`src/rtl/alu_issue_arbiter.sv`:
```
// alu_issue_arbiter: two-slot round-robin issue arbiter feeding a
// single-cycle ALU. One registered result slot sits on a valid/ready
// result bus. A flush drops the pending result and blocks grants for
// that cycle. A saturating counter records result-bus backpressure.
module alu_issue_arbiter #(
  parameter int DATA_WIDTH = 32,
  parameter int TAG_WIDTH  = 6
) (
  input  logic                  clk,
  input  logic                  rst,
  input  logic [1:0]            req_valid,
  output logic [1:0]            req_ready,
  input  logic [3:0]            req0_op,
  input  logic [3:0]            req1_op,
  input  logic [DATA_WIDTH-1:0] req0_a,
  input  logic [DATA_WIDTH-1:0] req1_a,
  input  logic [DATA_WIDTH-1:0] req0_b,
  input  logic [DATA_WIDTH-1:0] req1_b,
  input  logic [4:0]            req0_shamt,
  input  logic [4:0]            req1_shamt,
  input  logic [TAG_WIDTH-1:0]  req0_tag,
  input  logic [TAG_WIDTH-1:0]  req1_tag,
  input  logic                  flush,
  output logic                  out_valid,
  output logic [DATA_WIDTH-1:0] out_result,
  output logic [TAG_WIDTH-1:0]  out_tag,
  input  logic                  out_ready,
  output logic [15:0]           stall_cnt
);

  localparam logic [3:0] OP_ADD = 4'b0000;
  localparam logic [3:0] OP_SUB = 4'b0001;
  localparam logic [3:0] OP_AND = 4'b0010;
  localparam logic [3:0] OP_OR  = 4'b0011;
  localparam logic [3:0] OP_SLT = 4'b0100;
  localparam logic [3:0] OP_SGT = 4'b0101;
  localparam logic [3:0] OP_NOR = 4'b0110;
  localparam logic [3:0] OP_XOR = 4'b0111;
  localparam logic [3:0] OP_SLL = 4'b1000;
  localparam logic [3:0] OP_SRL = 4'b1001;

  // Single-cycle ALU; unused encodings produce zero.
  function automatic logic [DATA_WIDTH-1:0] alu_compute(
    input logic [3:0]            op,
    input logic [DATA_WIDTH-1:0] a,
    input logic [DATA_WIDTH-1:0] b,
    input logic [4:0]            shamt
  );
    logic [DATA_WIDTH-1:0] r;
    case (op)
      OP_ADD:  r = a + b;
      OP_SUB:  r = a - b;
      OP_AND:  r = a & b;
      OP_OR:   r = a | b;
      OP_SLT:  r = {{(DATA_WIDTH-1){1'b0}}, ($signed(a) < $signed(b))};
      OP_SGT:  r = {{(DATA_WIDTH-1){1'b0}}, ($signed(a) > $signed(b))};
      OP_NOR:  r = ~(a | b);
      OP_XOR:  r = a ^ b;
      OP_SLL:  r = b << shamt;
      OP_SRL:  r = b >> shamt;
      default: r = {DATA_WIDTH{1'b0}};
    endcase
    return r;
  endfunction

  logic                  out_valid_q,  out_valid_d;
  logic [DATA_WIDTH-1:0] out_result_q, out_result_d;
  logic [TAG_WIDTH-1:0]  out_tag_q,    out_tag_d;
  logic                  rr_ptr_q,     rr_ptr_d;
  logic [15:0]           stall_cnt_q,  stall_cnt_d;

  logic                  can_accept_s;
  logic                  grant_any_s;
  logic                  grant_idx_s;
  logic                  xfer_s;
  logic [3:0]            sel_op_s;
  logic [DATA_WIDTH-1:0] sel_a_s;
  logic [DATA_WIDTH-1:0] sel_b_s;
  logic [4:0]            sel_shamt_s;
  logic [TAG_WIDTH-1:0]  sel_tag_s;

  // Round-robin grant: lone requester wins, a tie goes to rr_ptr.
  // Grants are withheld while reset is asserted.
  always_comb begin
    can_accept_s = (!out_valid_q || out_ready) && !flush && rst;
    grant_any_s  = 1'b0;
    grant_idx_s  = 1'b0;
    case (req_valid)
      2'b01: begin
        grant_any_s = 1'b1;
        grant_idx_s = 1'b0;
      end
      2'b10: begin
        grant_any_s = 1'b1;
        grant_idx_s = 1'b1;
      end
      2'b11: begin
        grant_any_s = 1'b1;
        grant_idx_s = rr_ptr_q;
      end
      default: begin
        grant_any_s = 1'b0;
        grant_idx_s = 1'b0;
      end
    endcase
    xfer_s = can_accept_s && grant_any_s;
    if (xfer_s) begin
      req_ready = grant_idx_s ? 2'b10 : 2'b01;
    end else begin
      req_ready = 2'b00;
    end
  end

  // Route the granted slot's payload to the ALU.
  always_comb begin
    if (grant_idx_s) begin
      sel_op_s    = req1_op;
      sel_a_s     = req1_a;
      sel_b_s     = req1_b;
      sel_shamt_s = req1_shamt;
      sel_tag_s   = req1_tag;
    end else begin
      sel_op_s    = req0_op;
      sel_a_s     = req0_a;
      sel_b_s     = req0_b;
      sel_shamt_s = req0_shamt;
      sel_tag_s   = req0_tag;
    end
  end

  // Next state for the result register, pointer and stall counter.
  // Flush has priority: it drops the pending result whatever out_ready says.
  always_comb begin
    out_valid_d  = out_valid_q;
    out_result_d = out_result_q;
    out_tag_d    = out_tag_q;
    rr_ptr_d     = rr_ptr_q;
    stall_cnt_d  = stall_cnt_q;
    if (flush) begin
      out_valid_d = 1'b0;
    end else if (xfer_s) begin
      out_valid_d  = 1'b1;
      out_result_d = alu_compute(sel_op_s, sel_a_s, sel_b_s, sel_shamt_s);
      out_tag_d    = sel_tag_s;
      rr_ptr_d     = ~grant_idx_s;
    end else if (out_valid_q && out_ready) begin
      out_valid_d = 1'b0;
    end else begin
      out_valid_d = out_valid_q;
    end
    if (out_valid_q && !out_ready && !flush && (stall_cnt_q != 16'hFFFF)) begin
      stall_cnt_d = stall_cnt_q + 16'd1;
    end else begin
      stall_cnt_d = stall_cnt_q;
    end
  end

  // State registers with asynchronous active-low reset.
  always_ff @(posedge clk or negedge rst) begin
    if (!rst) begin
      out_valid_q  <= 1'b0;
      out_result_q <= {DATA_WIDTH{1'b0}};
      out_tag_q    <= {TAG_WIDTH{1'b0}};
      rr_ptr_q     <= 1'b0;
      stall_cnt_q  <= 16'd0;
    end else begin
      out_valid_q  <= out_valid_d;
      out_result_q <= out_result_d;
      out_tag_q    <= out_tag_d;
      rr_ptr_q     <= rr_ptr_d;
      stall_cnt_q  <= stall_cnt_d;
    end
  end

  assign out_valid  = out_valid_q;
  assign out_result = out_result_q;
  assign out_tag    = out_tag_q;
  assign stall_cnt  = stall_cnt_q;

endmodule

```
`config.mk`:
```
export PLATFORM = sky130hd
export DESIGN_NAME = alu_issue_arbiter
export DESIGN_NICKNAME = d
export VERILOG_FILES = /design/src/rtl/alu_issue_arbiter.sv
export SDC_FILE = /design/constraint.sdc
export NUM_CORES = 1
export LEC_CHECK = 0
export CAP_MARGIN = 10
export CORE_MARGIN = 4
export CORE_UTILIZATION = 24
export DETAILED_ROUTE_END_ITERATION = 6
export PLACE_DENSITY_LB_ADDON = 0.2
export SETUP_SLACK_MARGIN = 0.2
export SYNTH_ARGS = -nofsm -noshare
export SYNTH_HDL_FRONTEND = slang
export SYNTH_SLANG_ARGS = --single-unit
```
`constraint.sdc`:
```
create_clock -name clk -period 7.1 [get_ports clk]
set_clock_uncertainty 0.05 [all_clocks]
set_input_delay 1.065 -clock clk [delete_from_list [all_inputs] [get_ports clk]]
set_output_delay 1.065 -clock clk [all_outputs]
set_load 0.1 [all_outputs]
```
# [Word level (Yosys, flattened, before mapping)]
# Index checks and enable logic that the tools add are counted.
[op_classes] n_addsub=3 n_lt_le_gt_ge=2 n_eq_ne=13 shifts=2 n_mux=13 bitwise=6 n_reduce_logical=15
[ops] op="$pmux W32 S10" count=1
[ops] op="$mux W32" count=2
[ops] op="$add A32 B32 Y32" count=1
[ops] op="$and A32 B32 Y32" count=1
[ops] op="$gt A32 B32 Y1" count=1
[ops] op="$lt A32 B32 Y1" count=1
[ops] op="$not A32 Y32" count=1
[ops] op="$or A32 B32 Y32" count=1
[ops] op="$shl A32 B5 Y32" count=1
[ops] op="$shr A32 B5 Y32" count=1
[ops] op="$sub A32 B32 Y32" count=1
[ops] op="$xor A32 B32 Y32" count=1
[ops] op="$add A16 B1 Y16 const B" count=1
[ops] op="$eq A4 B3 Y1 const B" count=4
[ops] op="$ne A16 B16 Y1 const B" count=1
[ops] op="$eq A4 B2 Y1 const B" count=2
[ops] op="$eq A4 B4 Y1 const B" count=2
[ops] op="$logic_and A1 B1 Y1" count=7
[ops] op="$mux W6" count=1
[ops] op="$mux W5" count=1
[ops] op="$eq A2 B2 Y1 const B" count=2
[ops] op="$eq A4 B1 Y1 const B" count=1
[ops] op="$logic_not A4 Y1" count=1
[ops] op="$mux W1" count=4
[ops] op="other kinds (10)" count=14
[word_totals] ff_bits=56 input_bits=164 output_inout_bits=57

# [Logic depth before layout (Yosys ltp)]
# Gate-level depths: netlist (run 1).
[depth] depth_word=7 ltp_mapped=23 ltp_nobuf=16

# [Worst setup path before layout (run 1)]
# Ideal clock, no wire load.
[synth_timing] path_type="input to register" from="input port req_valid[1]" to="register out_result_q[0], in the netlist out_result[0]" setup_ps=126 arrival_time_ps=4950 t_required_ps=6924 path_slack_ps=1974 cell_stages=19 cell_sequence="buf_4 -> nand2_1 -> buf_2 -> buf_2 -> buf_1 -> buf_2 -> clkbuf_1 -> nand2_1 -> nand2_1 -> ha_1 -> nand2b_1 -> a221oi_2 -> nor2_1 -> o41a_4 -> o211ai_4 -> a31o_2 -> a21oi_1 -> mux2_1 -> a221o_1"
[synth_via] elab_chain_cells=6
[synth_rtl] item="start, declared" line_no="11" rtl="input logic [1:0] req_valid,"
[synth_rtl] item="parallel branches: the longest is 6 deep, another holds $sub A32 B32 Y32"
[synth_rtl] item="end signal, assigned" line_no="162" rtl="out_result_q <= {DATA_WIDTH{1'b0}};"
[synth_rtl] item="end signal, assigned" line_no="168" rtl="out_result_q <= out_result_d;"
[synth_rtl] item="end, declared" line_no="67" rtl="logic [DATA_WIDTH-1:0] out_result_q, out_result_d;"
# Several ways; the timed one is not identified.
# A chain may end at the register's enable or synchronous reset.

# [Worst setup path after layout (run 1)]
[layout_timing] from="input port req_valid[0]" to="register out_result_q[16], in the netlist out_result[16]"
# The elaborated chain is that of the path after synthesis.

==> metrics, run 1 <==
outcome=complete, but fails checks; failing checks=DRC; Worst-path clk slew=approximately 100 ps; primary flip-flop cell chosen by synthesis mapping=sky130_fd_sc_hd__dfrtp_1; sum of overflow across all layers after global routing=0; maximum clock insertion buffer count=2; fmax=roughly 150 MHz; number of failing setup endpoints in the final timing report=0; storage element area=~1400 um^2; leakage power figure=approximately 7.0 nW; vias in the first global route=approximately 16000; placeable core region=~57000 um^2; worst slack at placement=roughly 110 ps; switching pwr=about 1.9 mW; global-route wire length before repair=110000 um; number of buffers inserted for hold repair after clock tree synthesis=0; critical setup path kind=in2reg; root buffer cell=sky130_fd_sc_hd__clkbuf_16; share of layout cells above drive strength 1=8.538%; maximum number of pins on one net before global-route repair=81; worst hold-check path type=reg2reg; CTS Buf Count=5; post-route ant nets=0; wire length reported by the detailed router=77180 um; share of total power in combinational logic=between 70% and 80%; Syn Area/Cell=roughly 7.1 um^2; most used cell along the critical path=sky130_fd_sc_hd__mux2i_1; clk_lat worst skew=320 ps; total design power=between 3 and 4 mW; remaining routing DRC violations=1; critical-path cell list=clkdlybuf4s50_1 > and2b_4 > nor2_8 > buf_4 > mux2i_1 > inv_1 > ha_1 > a21oi_1 > nand2_1 > a211oi_1 > nor3_1 > nor2_1 > mux2i_1 > o21ai_0 > a2111oi_1 > o221ai_1; required time worst endpoint=7200 ps; CTS Sinks=56; Routed wire per std cell=between 20 and 30 um; Rel. slew slack=around 30%; MaxCap Viol Count=0; filler cell count in the final layout=between 6000 and 7000; transition time at the pin with the least slew margin=between 1000 and 1500 ps; CP max FO=26; number of input and output port buffers inserted=220; count of cell types in the netlist=between 100 and 150; Final Slew Violations=0; area occupied by multi-input gates=11300 um^2; synthesized cell area=between 10000 and 15000 um^2; clock network fraction of total power=under 10%; count of placed standard cells in the final layout, fillers left out=2832; Die Footprint=a little over 60000 um^2; die width=~250 um; ports placed on the boundary=221; via count=about 16000; internal cell power=about 1.3 mW; power density of the placed cells=about 190 nW/um^2; sequential share of the synthesized area=10.17%; antenna violations before repair=2; std cell rows=87; total of flip-flops plus latches after synthesis=56; crit path time final=between 6000 and 7000 ps; vias per std cell=between 5 and 6; period utilization=between 90% and 100%; global-route usage over all layers=roughly a quarter; ys async rst share=100.0%; Post-Synthesis Net Count=between 2000 and 2500; endpoint arrival time on the critical path=slightly below 7000 ps; Syn Inst Count=about 2000; clock tree from TritonCTS=built; unrepaired setup endpoints after global routing=false; CP max-delay cell=sky130_fd_sc_hd__a2111oi_1; number of hold violations in the final report=0; placer congestion estimate=between 1 and 1.5; setup_tns=0 ps; share of total power consumed by net switching=between 50 and 60%; drt pass-1 iters=7; Yosys Warn Count=0; CTS H-Tree Depth=2; Max VDD drop=97.77 uV; effective utilization at floorplan=24.35%; DP HPWL=60910 um; number of design-rule violations left by the first detailed-router iteration=just under 2000; delay contributed by the slowest stage of the critical path=roughly 840 ps; Startpoint Class=primary input; die boundary height=247.6 um; final critical-path setup slack=~460 ps; nature of the critical path endpoint=register; sequential cell fraction of total power=13.2%; Total Nets Final=2335; instance count after placement with tap cells included=approximately 2800; Area growth syn-to-layout=21.84%; Post-synth EDFFs=0
sequential cells by signal, indices dropped and copies added, names as in the netlist:
signal      count
out_result     32
out_valid       1
out_tag         6
rr_ptr_q        1
stall_cnt      16
critical path: cells and delay by family:
kind            cells  cell delay, ps
compound gates      5            2330
simple gates        5            1220
buf+inv             3            1050
mux                 2             620
fa+ha+maj           1             410
synthesized netlist by cell type, drive strengths merged, types with 15 or more instances:
master	number	area (um^2)
nor3	39	200.2
mux2i	157	1588
ha	97	1214
clkbuf	62	232.7
inv	101	379.1
o21ai	133	680.7
a211oi	25	187.7
xnor2	22	192.7
a21o	17	127.6
nand4	20	125.1
nor2	142	554.3
buf	90	560.5
o211ai	38	304.0
dfrtp	56	1401
nand3	50	255.3
a21oi	164	828.3
o221ai	15	131.4
mux2	50	566.8
a221oi	41	377.9
nand2b	22	145.1
nor2b	21	131.4
nand2	305	1147
a31oi	21	146.4
per-layer routing:
layer	vias to the layer above	track usage [%]	share of wire [%]
met3	97	6.137	9.5
met5	-	0	0
li1	7436	-	-
met4	0	5.392	2.3
met1	7891	34.05	45
met2	760	36.66	43
timing repair:
action                     CTS  global route
setup buffers                0             0
resized for setup            0             1
setup endpoints to repair    0             1
path summary, 6_finish.rpt:
check                                  start        endpoint  slack [ps]  cells past startpoint
min in group asynchronous                rst       out_valid         930                      2
worst min register to register    out_tag[2]      out_tag[2]         440                      2
worst max register to register      rr_ptr_q  out_result[30]        1420                     15
worst max-delay path            req_valid[0]  out_result[16]         460                     16
worst min-delay path              out_tag[2]      out_tag[2]         440                      2
max in group asynchronous                rst   out_result[1]        5470                      2
final cells by class:
| cell class | count | share of cell area [%] |
|---|---|---|
| clock buffers | 5 | 0.7451 |
| well taps | 756 | 5.633 |
| flip-flops and latches | 56 | 8.345 |
| clock inverters | 3 | 0.1490 |
| inverters | 101 | 2.258 |
| multi-input cells | 1634 | 67.27 |
| diodes | 3 | 0.04471 |
| repair buffers | 274 | 15.56 |
cells in the final DEF (no fill, tap or decap), drive strengths merged, types with 21 or more instances in the layout:
master         count
o211ai            38
ha                97
mux2i            157
nand3             50
nor2             142
dfrtp             56
inv              103
nor3              39
clkdlybuf4s50    216
nand2b            22
a211oi            25
a221oi            41
xnor2             22
a21oi            164
mux2              50
o21ai            133
nand2            305
a31oi             21
buf               58
nor2b             21
cell families (layout without fill, tap and decap cells):
kind of cell    count (synthesis)  after routing  synth area share [%]
compound gates                634            634                 31.91
flops                          56             56                 10.17
other cells                     0              3                     0
fa+ha+maj                      99             99                 9.097
simple gates                  657            657                 21.53
mux                           215            215                 16.94
buf+inv                       253            383                 8.507
xor+xnor                       29             29                 1.843
through the flow:
step | util, % | area [um^2] | hold slack, ps
2_1_floorplan | - | 13780 | 451.6
6_report | 29.67 | 16790 | 436.1
3_5_place_dp | 29.39 | 16630 | 421.3
4_1_cts | 29.65 | 16780 | 438.9
5_1_grt | 29.65 | 16780 | 469.2
3_3_place_gp | 29.39 | 16630 | 416.5
power by group through the flow:
stage | Clock (mW) | Sequential [mW] | Combinational [mW]
after floorplan | 0 | 0.740 | 1.23
after global placement | 0 | 0.422 | 2.37
after detailed placement | 0 | 0.422 | 2.37
after CTS | 0.296 | 0.417 | 2.39
after global routing | 0.305 | 0.422 | 2.57
final | 0.290 | 0.416 | 2.44
(Power assumes the default switching activity.)
==> inputs of run 2 (changes only) <==
- clock period: 7.1 -> 5.6 ns (I/O delays scaled with it)
==> metrics, run 2 (synthesized netlist as in run 1, its figures left out) <==
Routed wire per std cell=26.69 um; count of placed standard cells in the final layout, fillers left out=between 2000 and 3000; clk_lat worst skew=between 300 and 400 ps; switching pwr=roughly 2.4 mW; Final Slew Violations=0; unrepaired setup endpoints after global routing=false; vias per std cell=between 5 and 6; internal cell power=1.729 mW; number of design-rule violations left by the first detailed-router iteration=between 1500 and 2000; flop-to-flop setup slack=around 1100 ps; fmax=between 150 and 200 MHz; root buffer cell=sky130_fd_sc_hd__clkbuf_16; setup_tns=0 ps; commonest cells after routing, fill and taps aside=sky130_fd_sc_hd__nand2_1 (303), sky130_fd_sc_hd__clkdlybuf4s50_1 (214), sky130_fd_sc_hd__a21oi_1 (162); source of the worst register-to-register timing path=rr_ptr_q; instance count after placement with tap cells included=roughly 2900; Worst-path clk slew=about 90 ps; period utilization=approximately 93%; power density of the placed cells=235.2 nW/um^2; wire length reported by the detailed router=~78000 um; commonest non-fill, non-tap cell in the layout=sky130_fd_sc_hd__nand2_1; startpoint of the tightest hold check path=stall_cnt[11]; leakage power figure=roughly 7.5 nW; Die Footprint=61320 um^2; global-route wire length before repair=110500 um; Startpoint Class=primary input; sum of overflow across all layers after global routing=0; maximum number of pins on one net before global-route repair=57; ports placed on the boundary=221; outcome=complete, but fails checks; capture instance of the worst register-to-register path=out_result[23]; nature of the critical path endpoint=register; max FFs per register=32; clock tree from TritonCTS=built; DP HPWL=63150 um; Max VDD drop=137.6 uV; transition time at the pin with the least slew margin=~1100 ps; Total Nets Final=between 2000 and 2500; post-place instance area=between 15000 and 20000 um^2; Post CTS Setup Buffer Count=0; number of hold violations in the final report=0; crit path time final=5202 ps; number of buffers inserted for hold repair after clock tree synthesis=0; endpoint arrival time on the critical path=about 5400 ps; required time worst endpoint=5770 ps; drt pass-1 iters=7; total design power=approximately 4.1 mW; placer congestion estimate=1.015; CTS H-Tree Depth=2; post-route cell area=roughly 18000 um^2; die width=247.6 um; share of layout cells above drive strength 1=12.82%; Rel. slew slack=roughly a quarter; placeable core region=56600 um^2; clock network fraction of total power=slightly below 9%; remaining routing DRC violations=5; Area growth syn-to-layout=27.26%; number of input and output port buffers inserted=between 200 and 250; effective utilization at floorplan=roughly 24%; CP max FO=40; maximum clock insertion buffer count=2; Hold Path End=stall_cnt[11]; failing checks=DRC; share of total power consumed by net switching=about 58%; MaxCap Viol Count=0; antenna violations before repair=1; CTS Buf Count=5; sequential cell fraction of total power=12.8%; via count=between 15000 and 20000; global-route usage over all layers=around a quarter; CTS Sinks=56; std cell rows=a little under 90; worst hold-check path type=reg2reg; post-route ant nets=0; worst hold path cell count=1; die boundary height=between 200 and 250 um; share of total power in combinational logic=between 70% and 80%; number of failing setup endpoints in the final timing report=0; vias in the first global route=roughly 16000; number of cells on the worst reg-to-reg path=16; critical setup path kind=in2reg
-- run 2: how the worst max path moves through the flow --
stage / start / to / slack [ps] / cells past startpoint
floorplan: req_valid[1] / out_result[0] / 700 / 19
global placement: req_valid[0] / out_result[23] / -20 / 17
detailed placement: req_valid[0] / out_result[23] / -20 / 17
CTS: req_valid[0] / out_result[23] / 330 / 17
global route: req_valid[0] / out_result[30] / 220 / 20
finish: req_valid[0] / out_result[23] / 400 / 17
-- run 2: cell type report --
cell class                 instances  area, um^2
fill                            6259       39070
multi-input combinational       1634       11290
antenna                            1       2.502
clock buffer                       5       125.1
inverter                         101       379.1
tap                              756       945.9
timing repair buffer             369        3371
clock inverter                     3       22.52
sequential                        56        1401
-- run 2: through the flow --
step,utilization (%),setup slack [ps],hold slack [ps]
after floorplan,-,699.3,451.6
after global placement,30.69,-19.12,413.5
after detailed placement,30.69,-22.34,419.5
after CTS,30.95,329.5,435.4
after global routing,30.98,223.2,455.2
final,30.99,398.2,433.8
-- run 2: critical path, stage by stage --
cell and delay, ps:
sky130_fd_sc_hd__clkdlybuf4s50_1 540, sky130_fd_sc_hd__and2b_4 260, sky130_fd_sc_hd__nor2_8 290, sky130_fd_sc_hd__buf_12 310
sky130_fd_sc_hd__buf_4 230, sky130_fd_sc_hd__nand2_1 60, sky130_fd_sc_hd__nand2_1 180, sky130_fd_sc_hd__ha_1 410
sky130_fd_sc_hd__a21oi_1 300, sky130_fd_sc_hd__inv_1 100, sky130_fd_sc_hd__a31oi_2 420, sky130_fd_sc_hd__o21ai_0 260
sky130_fd_sc_hd__nand2_1 200, sky130_fd_sc_hd__o311a_1 270, sky130_fd_sc_hd__xnor2_1 140, sky130_fd_sc_hd__o2111ai_1 160
sky130_fd_sc_hd__a221o_1 360
-- run 2: power groups by stage --
| stage | logic, mW | clock network [mW] | registers [mW] |
|---|---|---|---|
| floorplan | 1.56 | 0 | 0.938 |
| global placement | 3.16 | 0 | 0.537 |
| detailed placement | 3.16 | 0 | 0.536 |
| CTS | 3.17 | 0.369 | 0.530 |
| global route | 3.40 | 0.384 | 0.536 |
| finish | 3.23 | 0.362 | 0.529 |
-- run 2: layer usage --
layer  wire length, um  global-route usage [%]  vias to the layer above
li1                  -                       -                     7623
met1             33840                   32.81                     8046
met2             33410                   36.74                      927
met3              8229                   7.271                      122
met4              2591                   7.450                        0
met5                 0                       0                        -
-- run 2: what timing repair did --
action / CTS / global route
resized for setup: 0 / 4
setup endpoints to repair: 0 / 5
hold endpoints to repair: 0 / 0
